<file path="src/rtl/game_pkg.sv">
// Shared types and constants for the game flow controller.
// State encoding, USB HID key codes and menu sprite selects.
package game_pkg;

  typedef enum logic [2:0] {
    ST_MENU  = 3'd0,
    ST_COUNT = 3'd1,
    ST_PLAY  = 3'd2,
    ST_PAUSE = 3'd3,
    ST_OVER  = 3'd4
  } game_state_t;

  localparam logic [7:0] KEY_UP    = 8'h52;
  localparam logic [7:0] KEY_DOWN  = 8'h51;
  localparam logic [7:0] KEY_ENTER = 8'h58;
  localparam logic [7:0] KEY_ESC   = 8'h29;
  localparam logic [7:0] KEY_P     = 8'h13;

  localparam logic [1:0] MENU_BLANK  = 2'b00;
  localparam logic [1:0] MENU_SINGLE = 2'b01;
  localparam logic [1:0] MENU_DOUBLE = 2'b10;

endpackage

</file>
<file path="src/rtl/game_flow_ctrl_if.sv">
// Game flow bundle: keycode/game_over in, screen strobes out.
// slave = sequencer side, master = keyboard/game-logic side.
interface game_flow_ctrl_if;

  logic [7:0] keycode;
  logic       game_over;
  logic [1:0] menu_num;
  logic       start_game;
  logic       game_active;
  logic       paused;
  logic       two_player;
  logic [1:0] countdown;
  logic [2:0] state_out;

  modport master (
    output keycode, game_over,
    input  menu_num, start_game, game_active,
    input  paused, two_player, countdown,
    input  state_out
  );

  modport slave (
    input  keycode, game_over,
    output menu_num, start_game, game_active,
    output paused, two_player, countdown,
    output state_out
  );

endinterface

</file>
<file path="src/rtl/game_flow_ctrl_frame_tick_gen.sv">
// frame_tick_gen: 2-flop sync of frame_clk plus a registered
// rising-edge pulse. Ports: Clk, Reset, frame_clk_i, frame_tick_o.
module frame_tick_gen (
  input  logic Clk,
  input  logic Reset,
  input  logic frame_clk_i,
  output logic frame_tick_o
);

  logic [1:0] sync_q;
  logic       prev_q;
  logic       tick_q;

  always_ff @(posedge Clk) begin
    if (Reset) begin
      sync_q <= 2'b00;
      prev_q <= 1'b0;
      tick_q <= 1'b0;
    end else begin
      sync_q <= {sync_q[0], frame_clk_i};
      prev_q <= sync_q[1];
      tick_q <= sync_q[1] & ~prev_q;
    end
  end

  assign frame_tick_o = tick_q;

endmodule

</file>
<file path="src/rtl/game_flow_ctrl.sv">
// game_flow_ctrl: menu/countdown/play/pause/over sequencer.
// Ports: Clk, Reset, frame_clk, bus (slave). Option: GAME_PAUSE_EN.
module game_flow_ctrl
  import game_pkg::*;
#(
  parameter int COUNT_FRAMES = 60,
  parameter int OVER_FRAMES  = 180
) (
  input  logic Clk,
  input  logic Reset,
  input  logic frame_clk,
  game_flow_ctrl_if.slave bus
);

  localparam logic [7:0] CNT_LAST =
    8'(COUNT_FRAMES - 1);
  localparam logic [7:0] OVER_LAST =
    8'(OVER_FRAMES - 1);

  game_state_t state_q, state_d;
  logic [1:0]  menu_q, menu_d;
  logic [1:0]  cd_q, cd_d;
  logic        two_q, two_d;
  logic [7:0]  fcnt_q, fcnt_d;
  logic [7:0]  kprev_q, kprev_d;
  logic        start_q;
  logic        active_q;

  logic tick;
  logic press;
  logic k_up, k_down, k_enter, k_esc;
  logic go_menu;
`ifdef GAME_PAUSE_EN
  logic k_p;
  logic paused_q;
`endif

  frame_tick_gen u_tick (
    .Clk          (Clk),
    .Reset        (Reset),
    .frame_clk_i  (frame_clk),
    .frame_tick_o (tick)
  );

  // A held key acts once: only a change to non-zero counts.
  assign press = tick &&
                 (bus.keycode != 8'h00) &&
                 (bus.keycode != kprev_q);
  assign k_up    = press && (bus.keycode == KEY_UP);
  assign k_down  = press && (bus.keycode == KEY_DOWN);
  assign k_enter = press && (bus.keycode == KEY_ENTER);
  assign k_esc   = press && (bus.keycode == KEY_ESC);
`ifdef GAME_PAUSE_EN
  assign k_p     = press && (bus.keycode == KEY_P);
`endif

  always_comb begin
    state_d = state_q;
    menu_d  = menu_q;
    cd_d    = cd_q;
    two_d   = two_q;
    fcnt_d  = fcnt_q;
    kprev_d = tick ? bus.keycode : kprev_q;
    go_menu = 1'b0;

    case (state_q)
      ST_MENU: begin
        if (k_enter) begin
          if (menu_q != MENU_BLANK) begin
            state_d = ST_COUNT;
            two_d   = (menu_q == MENU_DOUBLE);
            cd_d    = 2'd3;
            fcnt_d  = 8'd0;
          end
        end else if (k_up) begin
          menu_d = MENU_SINGLE;
        end else if (k_down) begin
          menu_d = MENU_DOUBLE;
        end
      end

      ST_COUNT: begin
        if (k_esc) begin
          go_menu = 1'b1;
        end else if (tick) begin
          if (fcnt_q == CNT_LAST) begin
            fcnt_d = 8'd0;
            if (cd_q == 2'd1) begin
              cd_d    = 2'd0;
              state_d = ST_PLAY;
            end else begin
              cd_d = cd_q - 2'd1;
            end
          end else begin
            fcnt_d = fcnt_q + 8'd1;
          end
        end
      end

      ST_PLAY: begin
        // game_over is a level, seen every Clk.
        if (bus.game_over) begin
          state_d = ST_OVER;
          fcnt_d  = 8'd0;
        end else if (k_esc) begin
          go_menu = 1'b1;
        end
`ifdef GAME_PAUSE_EN
        else if (k_p) begin
          state_d = ST_PAUSE;
        end
`endif
      end

`ifdef GAME_PAUSE_EN
      ST_PAUSE: begin
        if (k_esc) begin
          go_menu = 1'b1;
        end else if (k_p) begin
          state_d = ST_PLAY;
        end
      end
`endif

      ST_OVER: begin
        if (k_enter) begin
          go_menu = 1'b1;
        end else if (tick) begin
          if (fcnt_q == OVER_LAST) begin
            go_menu = 1'b1;
          end else begin
            fcnt_d = fcnt_q + 8'd1;
          end
        end
      end

      default: go_menu = 1'b1;
    endcase

    if (go_menu) begin
      state_d = ST_MENU;
      menu_d  = MENU_BLANK;
      cd_d    = 2'd0;
      two_d   = 1'b0;
      fcnt_d  = 8'd0;
    end
  end

  always_ff @(posedge Clk) begin
    if (Reset) begin
      state_q  <= ST_MENU;
      menu_q   <= MENU_BLANK;
      cd_q     <= 2'd0;
      two_q    <= 1'b0;
      fcnt_q   <= 8'd0;
      kprev_q  <= 8'd0;
      start_q  <= 1'b0;
      active_q <= 1'b0;
    end else begin
      state_q  <= state_d;
      menu_q   <= menu_d;
      cd_q     <= cd_d;
      two_q    <= two_d;
      fcnt_q   <= fcnt_d;
      kprev_q  <= kprev_d;
      start_q  <= (state_q == ST_COUNT) &&
                  (state_d == ST_PLAY);
      active_q <= (state_d == ST_PLAY);
    end
  end

`ifdef GAME_PAUSE_EN
  always_ff @(posedge Clk) begin
    if (Reset) begin
      paused_q <= 1'b0;
    end else begin
      paused_q <= (state_d == ST_PAUSE);
    end
  end
  assign bus.paused = paused_q;
`else
  assign bus.paused = 1'b0;
`endif

  assign bus.menu_num    = menu_q;
  assign bus.start_game  = start_q;
  assign bus.game_active = active_q;
  assign bus.two_player  = two_q;
  assign bus.countdown   = cd_q;
  assign bus.state_out   = state_q;

endmodule
</file>
<file path="src/flat_wrapper.sv">
// flat-port wrapper written by rule: the top's interface ports become plain ports
module game_flow_ctrl_flat import game_pkg::*;
#(
  parameter int COUNT_FRAMES = 60,
  parameter int OVER_FRAMES  = 180
)
  (Clk, Reset, frame_clk, bus_keycode, bus_game_over, bus_menu_num, bus_start_game, bus_game_active, bus_paused, bus_two_player, bus_countdown, bus_state_out);
  game_flow_ctrl_if bus_i ();
  input  logic Clk;
  input  logic Reset;
  input  logic frame_clk;
  input wire logic [$bits(bus_i.keycode)-1:0] bus_keycode;
  input wire logic [$bits(bus_i.game_over)-1:0] bus_game_over;
  output wire logic [$bits(bus_i.menu_num)-1:0] bus_menu_num;
  output wire logic [$bits(bus_i.start_game)-1:0] bus_start_game;
  output wire logic [$bits(bus_i.game_active)-1:0] bus_game_active;
  output wire logic [$bits(bus_i.paused)-1:0] bus_paused;
  output wire logic [$bits(bus_i.two_player)-1:0] bus_two_player;
  output wire logic [$bits(bus_i.countdown)-1:0] bus_countdown;
  output wire logic [$bits(bus_i.state_out)-1:0] bus_state_out;
  assign bus_i.keycode = bus_keycode;
  assign bus_i.game_over = bus_game_over;
  assign bus_menu_num = bus_i.menu_num;
  assign bus_start_game = bus_i.start_game;
  assign bus_game_active = bus_i.game_active;
  assign bus_paused = bus_i.paused;
  assign bus_two_player = bus_i.two_player;
  assign bus_countdown = bus_i.countdown;
  assign bus_state_out = bus_i.state_out;
  game_flow_ctrl #(.COUNT_FRAMES(COUNT_FRAMES), .OVER_FRAMES(OVER_FRAMES)) u_core (.Clk(Clk), .Reset(Reset), .frame_clk(frame_clk), .bus(bus_i));
endmodule
</file>
<file path="config.mk">
export PLATFORM = sky130hd
export DESIGN_NAME = game_flow_ctrl_flat
export DESIGN_NICKNAME = d
export VERILOG_FILES = /design/src/rtl/game_pkg.sv /design/src/rtl/game_flow_ctrl_if.sv /design/src/rtl/game_flow_ctrl_frame_tick_gen.sv /design/src/rtl/game_flow_ctrl.sv /design/src/flat_wrapper.sv
export SDC_FILE = /design/constraint.sdc
export NUM_CORES = 1
export LEC_CHECK = 0
export ABC_CLOCK_PERIOD_IN_PS = 4550
export CORE_ASPECT_RATIO = 0.9
export CORE_MARGIN = 3
export CORE_UTILIZATION = 50
export CTS_CLUSTER_DIAMETER = 30
export CTS_CLUSTER_SIZE = 16
export DETAILED_ROUTE_END_ITERATION = 10
export PLACE_DENSITY = 0.86
export SYNTH_ARGS = -nofsm -noshare
export SYNTH_HDL_FRONTEND = slang
export SYNTH_SLANG_ARGS = --single-unit
</file>
<file path="constraint.sdc">
create_clock -name Clk -period 4.55 [get_ports Clk]
set_input_delay 0.91 -clock Clk [delete_from_list [all_inputs] [get_ports Clk]]
set_output_delay 0.91 -clock Clk [all_outputs]
set_load 0.05 [all_outputs]
</file>
Word-level counts from Yosys, hierarchy flattened

Index checks and enable logic that the tools add are counted.

Add/sub/neg operators: 2
Eq/ne operators: 22
Muxes and demuxes: 34
Bitwise operators: 3
Reduce and logical (&&, ||, !) cells: 18

Operators with widths:

| operator                                      | count |
|---|---|
| 2-to-1 mux 8 bit                              | 9 |
| case mux 8 bit (4 select lines)               | 1 |
| == test 8 x 7 -> 1 bit, second input constant | 3 |
| 2-to-1 mux 3 bit                              | 8 |
| == test 8 x 6 -> 1 bit, second input constant | 2 |
| 2-to-1 mux 2 bit                              | 8 |
| != test 2 bit, second input constant          | 6 |
| case mux 3 bit (3 select lines)               | 1 |
| AND reduction 9 bit                           | 1 |
| adder 8 x 1 -> 8 bit, second input constant   | 1 |
| == test 8 bit, second input constant          | 1 |
| != test 8 bit                                 | 1 |
| nonzero test 8 bit                            | 1 |
| logical AND 1 bit                             | 7 |
| == test 3 x 2 -> 1 bit, second input constant | 2 |
| != test 2 x 1 -> 1 bit, second input constant | 3 |
| AND reduction 3 bit                           | 2 |
| AND reduction 6 bit                           | 1 |
| nonzero test 2 bit                            | 3 |
| 2-to-1 mux 1 bit                              | 5 |
| case mux 1 bit (4 select lines)               | 1 |
| case mux 2 bit (2 select lines)               | 1 |
| nonzero test 4 bit                            | 1 |
| == test 3 x 1 -> 1 bit, second input constant | 1 |
| 8 further kinds                               | 9 |

Bits in registers: 30
Bits of input ports: 12
Logic and storage cells: 90

Depth between registers and ports, before layout

Word-level depth: 10
Depth in mapped cells: 8
Mapped depth without buffers: 8

Modules after synthesis

A second synthesis with hierarchy kept.

Cell total of the unflattened synthesis: 184
Area total of the unflattened synthesis: 1736.7 µm²

By module, submodules not included:

| module         | instances | cells an instance | area each (µm²) | sequential area each (µm²) |
|---|---|---|---|---|
| game_flow_ctrl | 1         | 176               | 1625.3          | 520.5 |
| frame_tick_gen | 1         | 8                 | 111.4           | 80.1 |

Worst setup path after synthesis

OpenSTA, ideal clock, no wires.

Kind: input port to flip-flop
Start: input bus_keycode[1]
End: register u_core.fcnt_q[5]
Library setup time: 0.070 ns
Arrival time: 2.484 ns
Required time: 4.480 ns
Path slack: 1.996 ns
Cell stages on the path: 7
Buffers on the path: 0
Cells stage by stage: nand2b_1 -> nor4_2 -> o21ai_1 -> a211o_2 -> a21o_1 -> or4_1 -> a21oi_1

Cells in the longest elaborated chain, start to end: 8
Elaborated cells between the ends (all ways): 17
Classes of those cells: eq/ne: 6; mux: 4; reduce/logical: 7

Ends and longest elaborated chain:

| what                                | line                                        | source |
|---|---|---|
| start: declaration                  | flat_wrapper.sv:12                          | `input wire logic [$bits(bus_i.keycode)-1:0] bus_keycode;` |
| nonzero test 8 bit                  | game_flow_ctrl.sv:47                        | `(bus.keycode != 8'h00) &&` |
| logical AND 1 bit                   | game_flow_ctrl.sv:46                        | `assign press = tick &&` |
| logical AND 1 bit                   | game_flow_ctrl.sv:47                        |  |
| logical AND 1 bit                   | game_flow_ctrl.sv:52                        | `assign k_esc = press && (bus.keycode == KEY_ESC);` |
| 2-to-1 mux 1 bit                    | game_flow_ctrl.sv:83, game_flow_ctrl.sv:105 |  |
| 2-to-1 mux 1 bit                    | game_flow_ctrl.sv:102                       | `if (bus.game_over) begin` |
| case mux 1 bit (4 select lines)     | game_flow_ctrl.sv:66                        | `case (state_q)` |
| OR reduction 2 bit (no source line) | n/a                                         |  |
| end signal: assignment              | game_flow_ctrl.sv:164                       | `fcnt_q <= fcnt_d;` |
| end: declaration                    | game_flow_ctrl.sv:24                        | `logic [7:0] fcnt_q, fcnt_d;` |

Parallel ways exist; a longest one is shown, timed or not.
A chain may end at the register's enable or synchronous reset.

Worst setup path in the final report

Start: input bus_keycode[0]
End: register u_core.fcnt_q[4]

The elaborated chain is that of the path after synthesis.

==> impl_metrics.xml <==
<?xml version="1.0" encoding="UTF-8"?>
<metrics>
  <group name="outcome">
    <metric name="status" unit="">completed</metric>
  </group>
  <group name="grt">
    <metric name="groute.layer.met2.usage" unit="">0.3137</metric>
    <metric name="globalRouteMet1Util" unit="">0.2129</metric>
    <metric name="globalRoute.busiestLayer" unit="">met2</metric>
    <metric name="largest_net_degree_at_the_start_of_global_routing" unit="">14</metric>
    <metric name="global_route_wire_length_before_repair" unit="mm">5.361</metric>
    <metric name="overflow" unit="">0</metric>
    <metric name="global_route.usage.met3" unit="">0.04651</metric>
    <metric name="number_of_global_route_vias_before_repair" unit="">1241</metric>
    <metric name="grt_antenna_before_repair" unit="">0</metric>
    <metric name="gr-usage-all-layers" unit="">0.1845</metric>
  </group>
  <group name="timing">
    <metric name="worstMarginPinSlew" unit="ns">0.6876</metric>
    <metric name="min_period" unit="ns">3.120</metric>
    <metric name="drv_slew" unit="">0</metric>
    <metric name="setup_viol_count_final" unit="">0</metric>
    <metric name="grt_setup_unrepaired" unit="">false</metric>
    <metric name="period_share" unit="">0.6858</metric>
    <metric name="post_route_clock_skew" unit="ns">0.01099</metric>
    <metric name="max-slew-margin-rel" unit="">0.5368</metric>
    <metric name="final.setup.tns" unit="ns">0</metric>
    <metric name="final_hold_viol_count" unit="">0</metric>
    <metric name="achievable-frequency" unit="GHz">0.3205</metric>
  </group>
  <group name="floorplanning">
    <metric name="row_count" unit="">18</metric>
    <metric name="die_h" unit="um">58.07</metric>
    <metric name="design.die.area" unit="um2">3708</metric>
    <metric name="die_x" unit="um">63.86</metric>
    <metric name="floorplan.initialDensity" unit="">0.5351</metric>
    <metric name="core-area" unit="um2">2815</metric>
    <metric name="io_pins" unit="">23</metric>
  </group>
  <group name="synth">
    <metric name="synth_cells" unit="">171</metric>
    <metric name="synth_sequential_area_ratio" unit="">0.3987</metric>
    <metric name="synth.net_count" unit="">185</metric>
    <metric name="syn-cell-area" unit="um2">1506</metric>
    <metric name="syn_area_per_cell" unit="um2">8.810</metric>
    <metric name="yosys_warnings" unit="">0</metric>
    <metric name="synth.distinct_cells" unit="">40</metric>
    <metric name="ys_ff_latch" unit="">30</metric>
  </group>
  <group name="power">
    <metric name="report.power.total" unit="W">0.0004915</metric>
    <metric name="power.density_cell_area" unit="nW/um2">271.5</metric>
    <metric name="leakagePower" unit="nW">0.5817</metric>
    <metric name="peak_supply_drop" unit="V">0.0002184</metric>
  </group>
  <group name="detailed_routing">
    <metric name="drt_pass1_iterations" unit="">4</metric>
    <metric name="via_count" unit="">1327</metric>
    <metric name="drt.antenna.violating_nets" unit="">0</metric>
    <metric name="totalWireLength" unit="mm">3.165</metric>
    <metric name="drc" unit="">0</metric>
    <metric name="avgRoutedWirePerCell" unit="um">13.58</metric>
    <metric name="initialDrtViolationCount" unit="">90</metric>
    <metric name="vias_per_cell" unit="">5.695</metric>
  </group>
  <group name="hold_path">
    <metric name="hold_class" unit="">reg -&gt; reg</metric>
  </group>
  <group name="clocking">
    <metric name="ctsRootBufferMaster" unit="">clkbuf_4</metric>
    <metric name="tritoncts" unit="">built</metric>
    <metric name="cts_buffer_depth" unit="">2</metric>
    <metric name="ctsHoldBuffers" unit="">0</metric>
    <metric name="tritoncts.num_buffers" unit="">5</metric>
    <metric name="clkTransAtPathRegs" unit="ns">0.08</metric>
    <metric name="postCtsSetupBuffers" unit="">0</metric>
    <metric name="cts_num_sinks" unit="">30</metric>
    <metric name="post_cts.resized_instances" unit="">0</metric>
    <metric name="cts-htree-levels" unit="">2</metric>
    <metric name="clkLatencyLatePin" unit="ns">0.33</metric>
  </group>
  <group name="worst_setup_path">
    <metric name="path_buf_inv" unit="">1</metric>
    <metric name="crit_family" unit="">compound AO/OA/AOI/OAI gates</metric>
    <metric name="worstPathCellList" unit="">clkdlybuf4s50_1, nor3b_1, nand4bb_1, o21ai_0, a21o_1, a21o_1, nor2_1</metric>
    <metric name="critical_path.startpoint_type" unit="">input port</metric>
    <metric name="worst_path_largest_cell_delay" unit="ns">0.62</metric>
    <metric name="path_class" unit="">in -&gt; reg</metric>
    <metric name="critPathArrivalTime" unit="ns">3.33</metric>
    <metric name="cp_data_required_time" unit="ns">4.76</metric>
    <metric name="critical_path.slowest_cell" unit="">clkdlybuf4s50_1</metric>
    <metric name="timing.critical_path.to_type" unit="">flop</metric>
    <metric name="cp_common_cell" unit="">a21o_1</metric>
    <metric name="crit_fanout" unit="">11</metric>
  </group>
  <group name="cells_and_area">
    <metric name="fillers" unit="">224</metric>
    <metric name="layout-area-overhead-vs-synth" unit="%">20.18</metric>
    <metric name="num-nets-final" unit="">206</metric>
    <metric name="post_layout_instance_count_excluding_filler_cells" unit="">233</metric>
    <metric name="final_cell_mix" unit="">30 x dfxtp_1, 22 x nor2_1, 21 x clkdlybuf4s50_1</metric>
    <metric name="drive_gt1_frac" unit="">0.06218</metric>
    <metric name="layout_commonest_cell" unit="">dfxtp_1</metric>
    <metric name="antenna_cells_inserted" unit="">0</metric>
  </group>
  <group name="job">
    <metric name="timing.max_cap.violations" unit="">0</metric>
  </group>
  <group name="placement">
    <metric name="portBuffers" unit="">21</metric>
    <metric name="gp_routability_congestion" unit="">0.9832</metric>
    <metric name="hpwlAfterDp" unit="mm">2.292</metric>
    <metric name="placed_cells" unit="">225</metric>
  </group>
</metrics>
## cell type report
| class | instances | area (um2) | share of cell area |
|---|---|---|---|
| multi-input combinational | 129 | 852.1 | 0.4706 |
| sequential | 30 | 600.6 | 0.3317 |
| timing repair buffer | 21 | 210.2 | 0.1161 |
| clock buffer | 8 | 78.83 | 0.04354 |
| tap | 40 | 50.05 | 0.02764 |
| inverter | 5 | 18.77 | 0.01037 |
## synth_stat cells, drive strengths merged
library cell | number | area, um2
o2111ai | 1 | 8.760
conb | 1 | 3.750
or3 | 2 | 12.51
or2 | 2 | 12.52
nor4bb | 2 | 20.02
a2bb2oi | 1 | 8.760
a31o | 1 | 8.760
nor3 | 4 | 20.02
a211oi | 3 | 22.52
clkbuf | 1 | 3.750
nand3 | 4 | 20.02
nor3b | 1 | 7.510
nand2b | 4 | 25.02
xnor2 | 13 | 113.9
inv | 5 | 18.77
a31oi | 2 | 12.51
a2111oi | 1 | 15.01
nand4 | 3 | 18.77
a21o | 3 | 22.52
nand4bb | 3 | 33.78
o21ai | 11 | 55.05
o21bai | 2 | 15.01
or4 | 3 | 22.52
a21oi | 13 | 65.06
buf | 6 | 31.28
a211o | 1 | 10.01
nor4b | 1 | 8.760
nor2 | 22 | 82.58
o31ai | 4 | 30.03
ha | 2 | 25.02
nor2b | 4 | 25.02
mux2i | 9 | 90.09
nand2 | 3 | 11.26
nor4 | 3 | 25.02
dfxtp | 30 | 600.6
## per-layer routing
| layer | vias up | routed length, um |
|---|---|---|
| met5 | - | 0 |
| met4 | 0 | 76 |
| met3 | 10 | 173 |
| met2 | 44 | 1542 |
| met1 | 612 | 1372 |
| li1 | 661 | - |
## kinds of logic (layout without fill, tap and decap cells)
logic type                 count (synthesis)  after routing  synth area share
and+or+nand+nor                           61             61            0.2292
AOI/OAI and AO/OA                         43             43            0.1819
buffers and inverters                     12             34           0.03571
muxes                                      9              9           0.05980
xor gates and xnor gates                  13             13           0.07558
DFF                                       30             30            0.3987
adders and majority gates                  2              2           0.01661
other                                      1              1          0.002489
## worst reg2reg max path, delay by kind of cell (launching register included)
| kind | cells | cell delay [ns] |
|---|---|---|
| compound gates | 4 | 1.53 |
| flops | 1 | 0.72 |
| simple gates | 2 | 0.26 |
## sequential cells by signal, indices dropped and copies added (netlist names)
name / flops
u_core.bus.menu_num: 2
u_core.bus.game_active: 1
u_core.bus.two_player: 1
u_core.u_tick.frame_tick_o: 1
u_core.u_tick.prev_q: 1
u_core.kprev_q: 8
u_core.fcnt_q: 8
u_core.bus.countdown: 2
u_core.bus.state_out: 3
u_core.bus.start_game: 1
u_core.u_tick.sync_q: 2
## final timing paths
check                                                  end  slack, ns  cells past startpoint                  startpoint
worst max register to register            u_core.fcnt_q[4]       1.94                      6  u_core.u_tick.frame_tick_o
worst min register to register  u_core.u_tick.frame_tick_o       0.40                      1        u_core.u_tick.prev_q
worst min-delay path            u_core.u_tick.frame_tick_o       0.40                      1        u_core.u_tick.prev_q
worst max-delay path                      u_core.fcnt_q[4]       1.43                      7              bus_keycode[0]
## where the power goes
| group | total [W] | switching [W] | internal [W] |
|---|---|---|---|
| sequential | 0.000267 | 0.00000237 | 0.000265 |
| clock | 0.000191 | 0.0000858 | 0.000105 |
| combinational | 0.0000328 | 0.0000158 | 0.0000170 |
| total | 0.000492 | 0.000104 | 0.000387 |
## stage by stage
step	hold WS, ns	instance area, um2	worst slack [ns]	util
6_report	0.3971	1810	1.430	0.6431
5_1_grt	0.4171	1810	1.227	0.6431
4_1_cts	0.3977	1810	1.476	0.6431
3_5_place_dp	0.3742	1732	1.162	0.6151
3_3_place_gp	0.3742	1732	1.271	0.6151
2_1_floorplan	0.3674	1506	1.996	-
Power figures use the tool's default switching activity.
